**src/rtl/tt_stim_sequencer.sv**
```systemverilog
// tt_stim_sequencer: reset/enable/stimulus sequencer for a TinyTapeout-style DUT.
// Holds the DUT in reset, releases reset, asserts enable, then steps a pattern
// memory onto dut_ui and captures dut_uo once per step.
// Optional feature macro: STIM_SIGNATURE_EN (response MISR on sig; when the
// macro is undefined, sig stays 0).
//
// Handshake: start and cfg_we are single-cycle strobes with no ready. start is
// accepted only in IDLE or DONE. cfg_we is accepted only while busy=0. abort
// has priority over start in every state.
module tt_stim_sequencer #(
    parameter int W          = 8,
    parameter int DEPTH      = 16,
    parameter int RST_CYCLES = 3,
    parameter int ENA_CYCLES = 5,
    parameter int HOLD       = 2,
    parameter logic [W-1:0] POLY = 8'h1D
) (
    input  logic                       clk,
    input  logic                       rst,
    input  logic                       start,
    input  logic                       abort,
    input  logic [$clog2(DEPTH):0]     num_steps,
    input  logic                       cfg_we,
    input  logic [$clog2(DEPTH)-1:0]   cfg_addr,
    input  logic [W-1:0]               cfg_data,
    output logic                       dut_rst_n,
    output logic                       dut_ena,
    output logic [W-1:0]               dut_ui,
    input  logic [W-1:0]               dut_uo,
    output logic                       busy,
    output logic                       done,
    output logic [$clog2(DEPTH):0]     step,
    output logic [W-1:0]               last_uo,
    output logic [W-1:0]               sig,
    output logic [2:0]                 dbg_state
);

    localparam int AW = $clog2(DEPTH);
    localparam int PW = $clog2(ENA_CYCLES + 1);
    localparam int HW = $clog2(HOLD + 1);

`ifdef STIM_SIGNATURE_EN
    localparam bit SIG_EN = 1'b1;
`else
    localparam bit SIG_EN = 1'b0;
`endif

    typedef enum logic [2:0] {
        S_IDLE  = 3'd0,
        S_RESET = 3'd1,
        S_ARM   = 3'd2,
        S_RUN   = 3'd3,
        S_DONE  = 3'd4
    } state_t;

    state_t          state;
    logic [W-1:0]    mem [DEPTH];
    logic [AW:0]     nsteps;
    logic [AW:0]     clamped_steps;
    logic [AW:0]     step_next;
    logic [PW-1:0]   cnt;
    logic [HW-1:0]   hcnt;
    logic [W-1:0]    sig_next;

    assign dbg_state     = state;
    assign clamped_steps = (num_steps > (AW+1)'(DEPTH)) ? (AW+1)'(DEPTH) : num_steps;
    assign step_next     = step + (AW+1)'(1);
    // MISR step; constant zero (and removed by synthesis) when the signature is disabled
    assign sig_next      = SIG_EN ? (({sig[W-2:0], 1'b0} ^ (sig[W-1] ? POLY : '0)) ^ dut_uo) : '0;

    // Pattern memory: writable only while the sequencer is not busy; never reset
    always_ff @(posedge clk) begin
        if (cfg_we && !busy) begin
            mem[cfg_addr] <= cfg_data;
        end
    end

    // Sequencer FSM with all DUT-facing and status outputs registered
    always_ff @(posedge clk) begin
        if (rst) begin
            state     <= S_IDLE;
            dut_rst_n <= 1'b0;
            dut_ena   <= 1'b0;
            dut_ui    <= '0;
            busy      <= 1'b0;
            done      <= 1'b0;
            step      <= '0;
            last_uo   <= '0;
            sig       <= '0;
            nsteps    <= '0;
            cnt       <= '0;
            hcnt      <= '0;
        end else if (abort) begin
            // last_uo and sig are kept so a host can inspect a partial run
            state     <= S_IDLE;
            dut_rst_n <= 1'b0;
            dut_ena   <= 1'b0;
            dut_ui    <= '0;
            busy      <= 1'b0;
            done      <= 1'b0;
            step      <= '0;
            cnt       <= '0;
            hcnt      <= '0;
        end else begin
            case (state)
                S_IDLE, S_DONE: begin
                    if (start) begin
                        state     <= S_RESET;
                        nsteps    <= clamped_steps;
                        step      <= '0;
                        sig       <= '0;
                        dut_rst_n <= 1'b0;
                        dut_ena   <= 1'b0;
                        dut_ui    <= '0;
                        busy      <= 1'b1;
                        done      <= 1'b0;
                        cnt       <= '0;
                        hcnt      <= '0;
                    end
                end
                S_RESET: begin
                    if (cnt == PW'(RST_CYCLES - 1)) begin
                        state     <= S_ARM;
                        dut_rst_n <= 1'b1;
                        cnt       <= '0;
                    end else begin
                        cnt <= cnt + PW'(1);
                    end
                end
                S_ARM: begin
                    if (cnt == PW'(ENA_CYCLES - RST_CYCLES - 1)) begin
                        cnt     <= '0;
                        dut_ena <= 1'b1;
                        if (nsteps != '0) begin
                            state  <= S_RUN;
                            dut_ui <= mem[0];
                            hcnt   <= '0;
                        end else begin
                            state <= S_DONE;
                            busy  <= 1'b0;
                            done  <= 1'b1;
                        end
                    end else begin
                        cnt <= cnt + PW'(1);
                    end
                end
                S_RUN: begin
                    if (hcnt == HW'(HOLD - 1)) begin
                        // Last hold cycle: sample the response and advance
                        last_uo <= dut_uo;
                        sig     <= sig_next;
                        step    <= step_next;
                        hcnt    <= '0;
                        if (step_next == nsteps) begin
                            state <= S_DONE;
                            busy  <= 1'b0;
                            done  <= 1'b1;
                        end else begin
                            dut_ui <= mem[step_next[AW-1:0]];
                        end
                    end else begin
                        hcnt <= hcnt + HW'(1);
                    end
                end
                default: begin
                    state <= S_IDLE;
                end
            endcase
        end
    end

endmodule

```
**config.mk**
```make
export PLATFORM = sky130hd
export DESIGN_NAME = tt_stim_sequencer
export DESIGN_NICKNAME = d
export VERILOG_FILES = /design/src/rtl/tt_stim_sequencer.sv
export SDC_FILE = /design/constraint.sdc
export NUM_CORES = 1
export LEC_CHECK = 0
export ABC_AREA = 1
export BUFFER_PORTS_ARGS = -buffer_cell sky130_fd_sc_hd__buf_4
export CAP_MARGIN = 20
export CORE_MARGIN = 8
export CORE_UTILIZATION = 31
export DETAILED_ROUTE_END_ITERATION = 10
export GPL_TIMING_DRIVEN = 0
export HOLD_SLACK_MARGIN = 0.05
export MAX_ROUTING_LAYER = met4
export PLACE_DENSITY = 0.53
export SETUP_SLACK_MARGIN = 0.5
export SLEW_MARGIN = 30
export SYNTH_ARGS = -nofsm -noshare
export SYNTH_HDL_FRONTEND = slang
export SYNTH_SLANG_ARGS = --single-unit
```
**constraint.sdc**
```tcl
create_clock -name clk -period 2.53 [get_ports clk]
set_input_delay 0.506 -clock clk [delete_from_list [all_inputs] [get_ports clk]]
set_output_delay 0.506 -clock clk [all_outputs]
set_load 0.1 [all_outputs]
```
==> summary.txt <==
Placement
  • Inst Count DP: about 1000
  • Number of port buffers: 57
  • DP Area: approximately 8000 µm²
  • GPL Wtd Cong: a little over 0.8
  • HPWL Detailed: roughly 13000 µm
  • Place WS: -16.8 ps

Drt
  • Routed via count: 5147
  • Drt wl/cell: between 15 and 20 µm
  • Routed WL: ~19000 µm
  • DRC errors left: 0
  • Post-DRT Antenna Nets: 0
  • Vias per cell: about 4.8
  • Drt pass-1 iters: 6
  • Initial DRC Count: roughly 330

CTS
  • Clock-pin slew on the worst setup and hold paths: 70 ps
  • Clock Tree Root: clkbuf_16
  • Clock sink count: 166
  • Clock H-tree levels: 4
  • CTS max path bufs: 2
  • Clk_lat worst skew: 440 ps
  • Clock tree from TritonCTS: done
  • CTS buffer count: 17

Logic synthesis
  • Synth Flop Type: edfxtp_1
  • Number of distinct library cells after synthesis: 37
  • Post-synth EDFFs: ~130
  • Yosys Warn Count: 0
  • Cell count after synthesis: 697
  • Synth Cell Area: slightly above 7000 µm²
  • Register area share after synthesis: around 64%
  • Async set-reset flop share out of synthesis: 0%
  • Syn_area_per_cell: about 10 µm²
  • #FFs+latches synth: about 170

Cells and area
  • Share of cells above drive strength 1: a little under a quarter
  • Fill count: ~2300
  • Non-Filler Instances: between 1000 and 1500
  • Final net count: 815
  • Core Util, Final: 38.5%
  • Layout area overhead: 22.0%
  • ANT cells: 0
  • Final Instance Area: about 8800 µm²

Critical path
  • Critical path's slowest cell: nor2_1
  • Startpoint Class: register
  • Critical-path cell list: nor2_1, nand3_1, nor2_1
  • Crit Path Max Fanout: 8
  • Reg2reg setup slack: between 300 and 400 ps
  • Kind of critical path: register to register
  • Crit path DAT: 2260 ps
  • Most used cell, CP: nor2_1
  • Worst path required time: between 2000 and 3000 ps
  • CP max stage delay: 740 ps
  • Worst setup EP type: register

Global route
  • Vias in the first global route: 5086
  • Largest net degree at the start of global routing: 18
  • Gr usage total: between 10% and 20%
  • First-pass GRT wire length: 28900 µm
  • Overflow after GRT: 0
  • Initial antenna violation count: 0

Pwr
  • Max IR drop VDD: a little under 400 µV
  • Leak Pwr: 3.22 nW
  • Overall power: approximately 6.2 mW
  • Pwr/cell area: 711 nW/µm²

STA
  • Slew Viols, Final: 0
  • F_max: roughly 450 MHz
  • Final worst setup slack: about 320 ps
  • Clk_skew: 11.7 ps
  • Relative slew slack: between 40% and 50%
  • Unrepaired setup endpoints after global routing: yes
  • Final setup violation count: 0
  • Hold Violations, Final: 0
  • Worst slew pin tran: roughly 880 ps
  • Period utilization: 87.2%
  • Fin crit period: between 2000 and 2500 ps

Die
  • Core Region: about 23000 µm²
  • Core Rows: 55
  • Initial Utilization: between 30% and 40%
  • DIE AREA: approximately 28000 µm²
  • Die Y: between 150 and 200 µm
  • # IOs: 66
  • Die X: about 170 µm

Worst hold path
  • Hold WC Path Type: input pin to register

Run
  • Max Cap Viol: 0

Run status
  • Status: finished clean
==> logic make-up after synthesis <==
kind of cell | after synthesis | share of synthesized area, %
AOI/OAI and AO/OA | 135 | 10.8
xor gates and xnor gates | 1 | 0.122
adders and majority gates | 1 | 0.174
buffers and inverters | 82 | 5.95
DFF | 166 | 64.2
other | 1 | 0.0523
and+or+nand+nor | 311 | 18.7
==> cells in the final DEF (no fill, tap or decap), types with 4 or more instances in the layout <==
cell	n
clkbuf_16	18
inv_1	41
nand3_1	29
o21ai_1	20
dfxtp_1	31
nor2_2	32
nand2_1	86
a211oi_1	4
conb_1	8
buf_4	71
inv_6	7
nand2_2	11
buf_6	13
nor2_1	138
edfxtp_1	128
nor3_1	4
o21ai_0	57
dfxtp_2	5
inv_8	5
o211ai_1	32
a21oi_1	15
==> worst paths after layout <==
kind / from / to / cells after the start
min: rst / nsteps[2] / 2
max: busy / mem[13][4] / 3
max reg2reg: busy / mem[13][4] / 3
min reg2reg: hcnt[1] / hcnt[1] / 2
==> sequential cells by signal (all words and copies together) (netlist names) <==
register	count
dut_ena	1
step	5
cnt	3
nsteps	5
hcnt	2
dut_ui	8
done	1
dbg_state	3
mem	128
busy	1
dut_rst_n	1
last_uo	8
==> stage by stage <==
stage | TNS, ps | hold WS (ps)
floorplan | 0 | 415
global placement | -37.8 | 429
detailed placement | -16.8 | 435
CTS | 0 | 273
global route | 0 | 279
finish | 0 | 287
==> layout make-up <==
| cell class | count | area, µm² | area share, % |
|---|---|---|---|
| inverter | 46 | 184 | 2.10 |
| timing repair buffer | 61 | 465 | 5.32 |
| buffer | 36 | 324 | 3.70 |
| sequential | 166 | 4620 | 52.8 |
| tap | 285 | 357 | 4.07 |
| clock inverter | 15 | 135 | 1.54 |
| multi-input combinational | 456 | 2240 | 25.6 |
| clock buffer | 17 | 425 | 4.86 |
==> power by group <==
part / switching (mW) / internal [mW]
logic: 0.505 / 0.219
registers: 0.0226 / 2.98
clock network: 1.20 / 1.31
total: 1.73 / 4.50
==> routing by layer <==
metal	share of wire, %	vias up	global-route usage (%)	wire length [µm]
li1	-	2564	-	-
met1	46	2426	17.5	8520
met2	48	130	22.0	8930
met3	4.7	27	2.39	876
met4	2.0	0	4.74	367
met5	0	-	-	0
==> worst max-delay path: cells and delay by family (launching register included) <==
family           cells  cell delay [ps]
and+or+nand+nor      3             1490
DFF                  1              330
==> cell usage after synthesis, types with 4 or more instances <==
library cell	number	share of area [%]
a211oi_1	4	0.42
o211ai_1	32	3.3
a21oi_1	15	1.0
nand3_1	29	2.0
buf_6	6	0.94
buf_2	5	0.35
nor3_1	4	0.28
o21ai_0	70	4.9
edfxtp_1	128	54
clkbuf_1	10	0.52
nor2_1	150	7.8
nand2_1	91	4.8
inv_1	41	2.1
nand2_2	6	0.52
dfxtp_1	38	11
buf_4	13	1.4
o21ai_1	10	0.70
nor2_2	20	1.7
==> repair_timing <==
action                                  in CTS  in global routing
resized for setup                           22                 50
pin swaps                                    4                 38
setup buffers                                0                  4
gates cloned                                 0                  0
endpoints found under the setup margin     106                 66
hold buffers                                 0                  0
endpoints found under the hold margin        0                  0
Power figures use the tool's default switching activity.
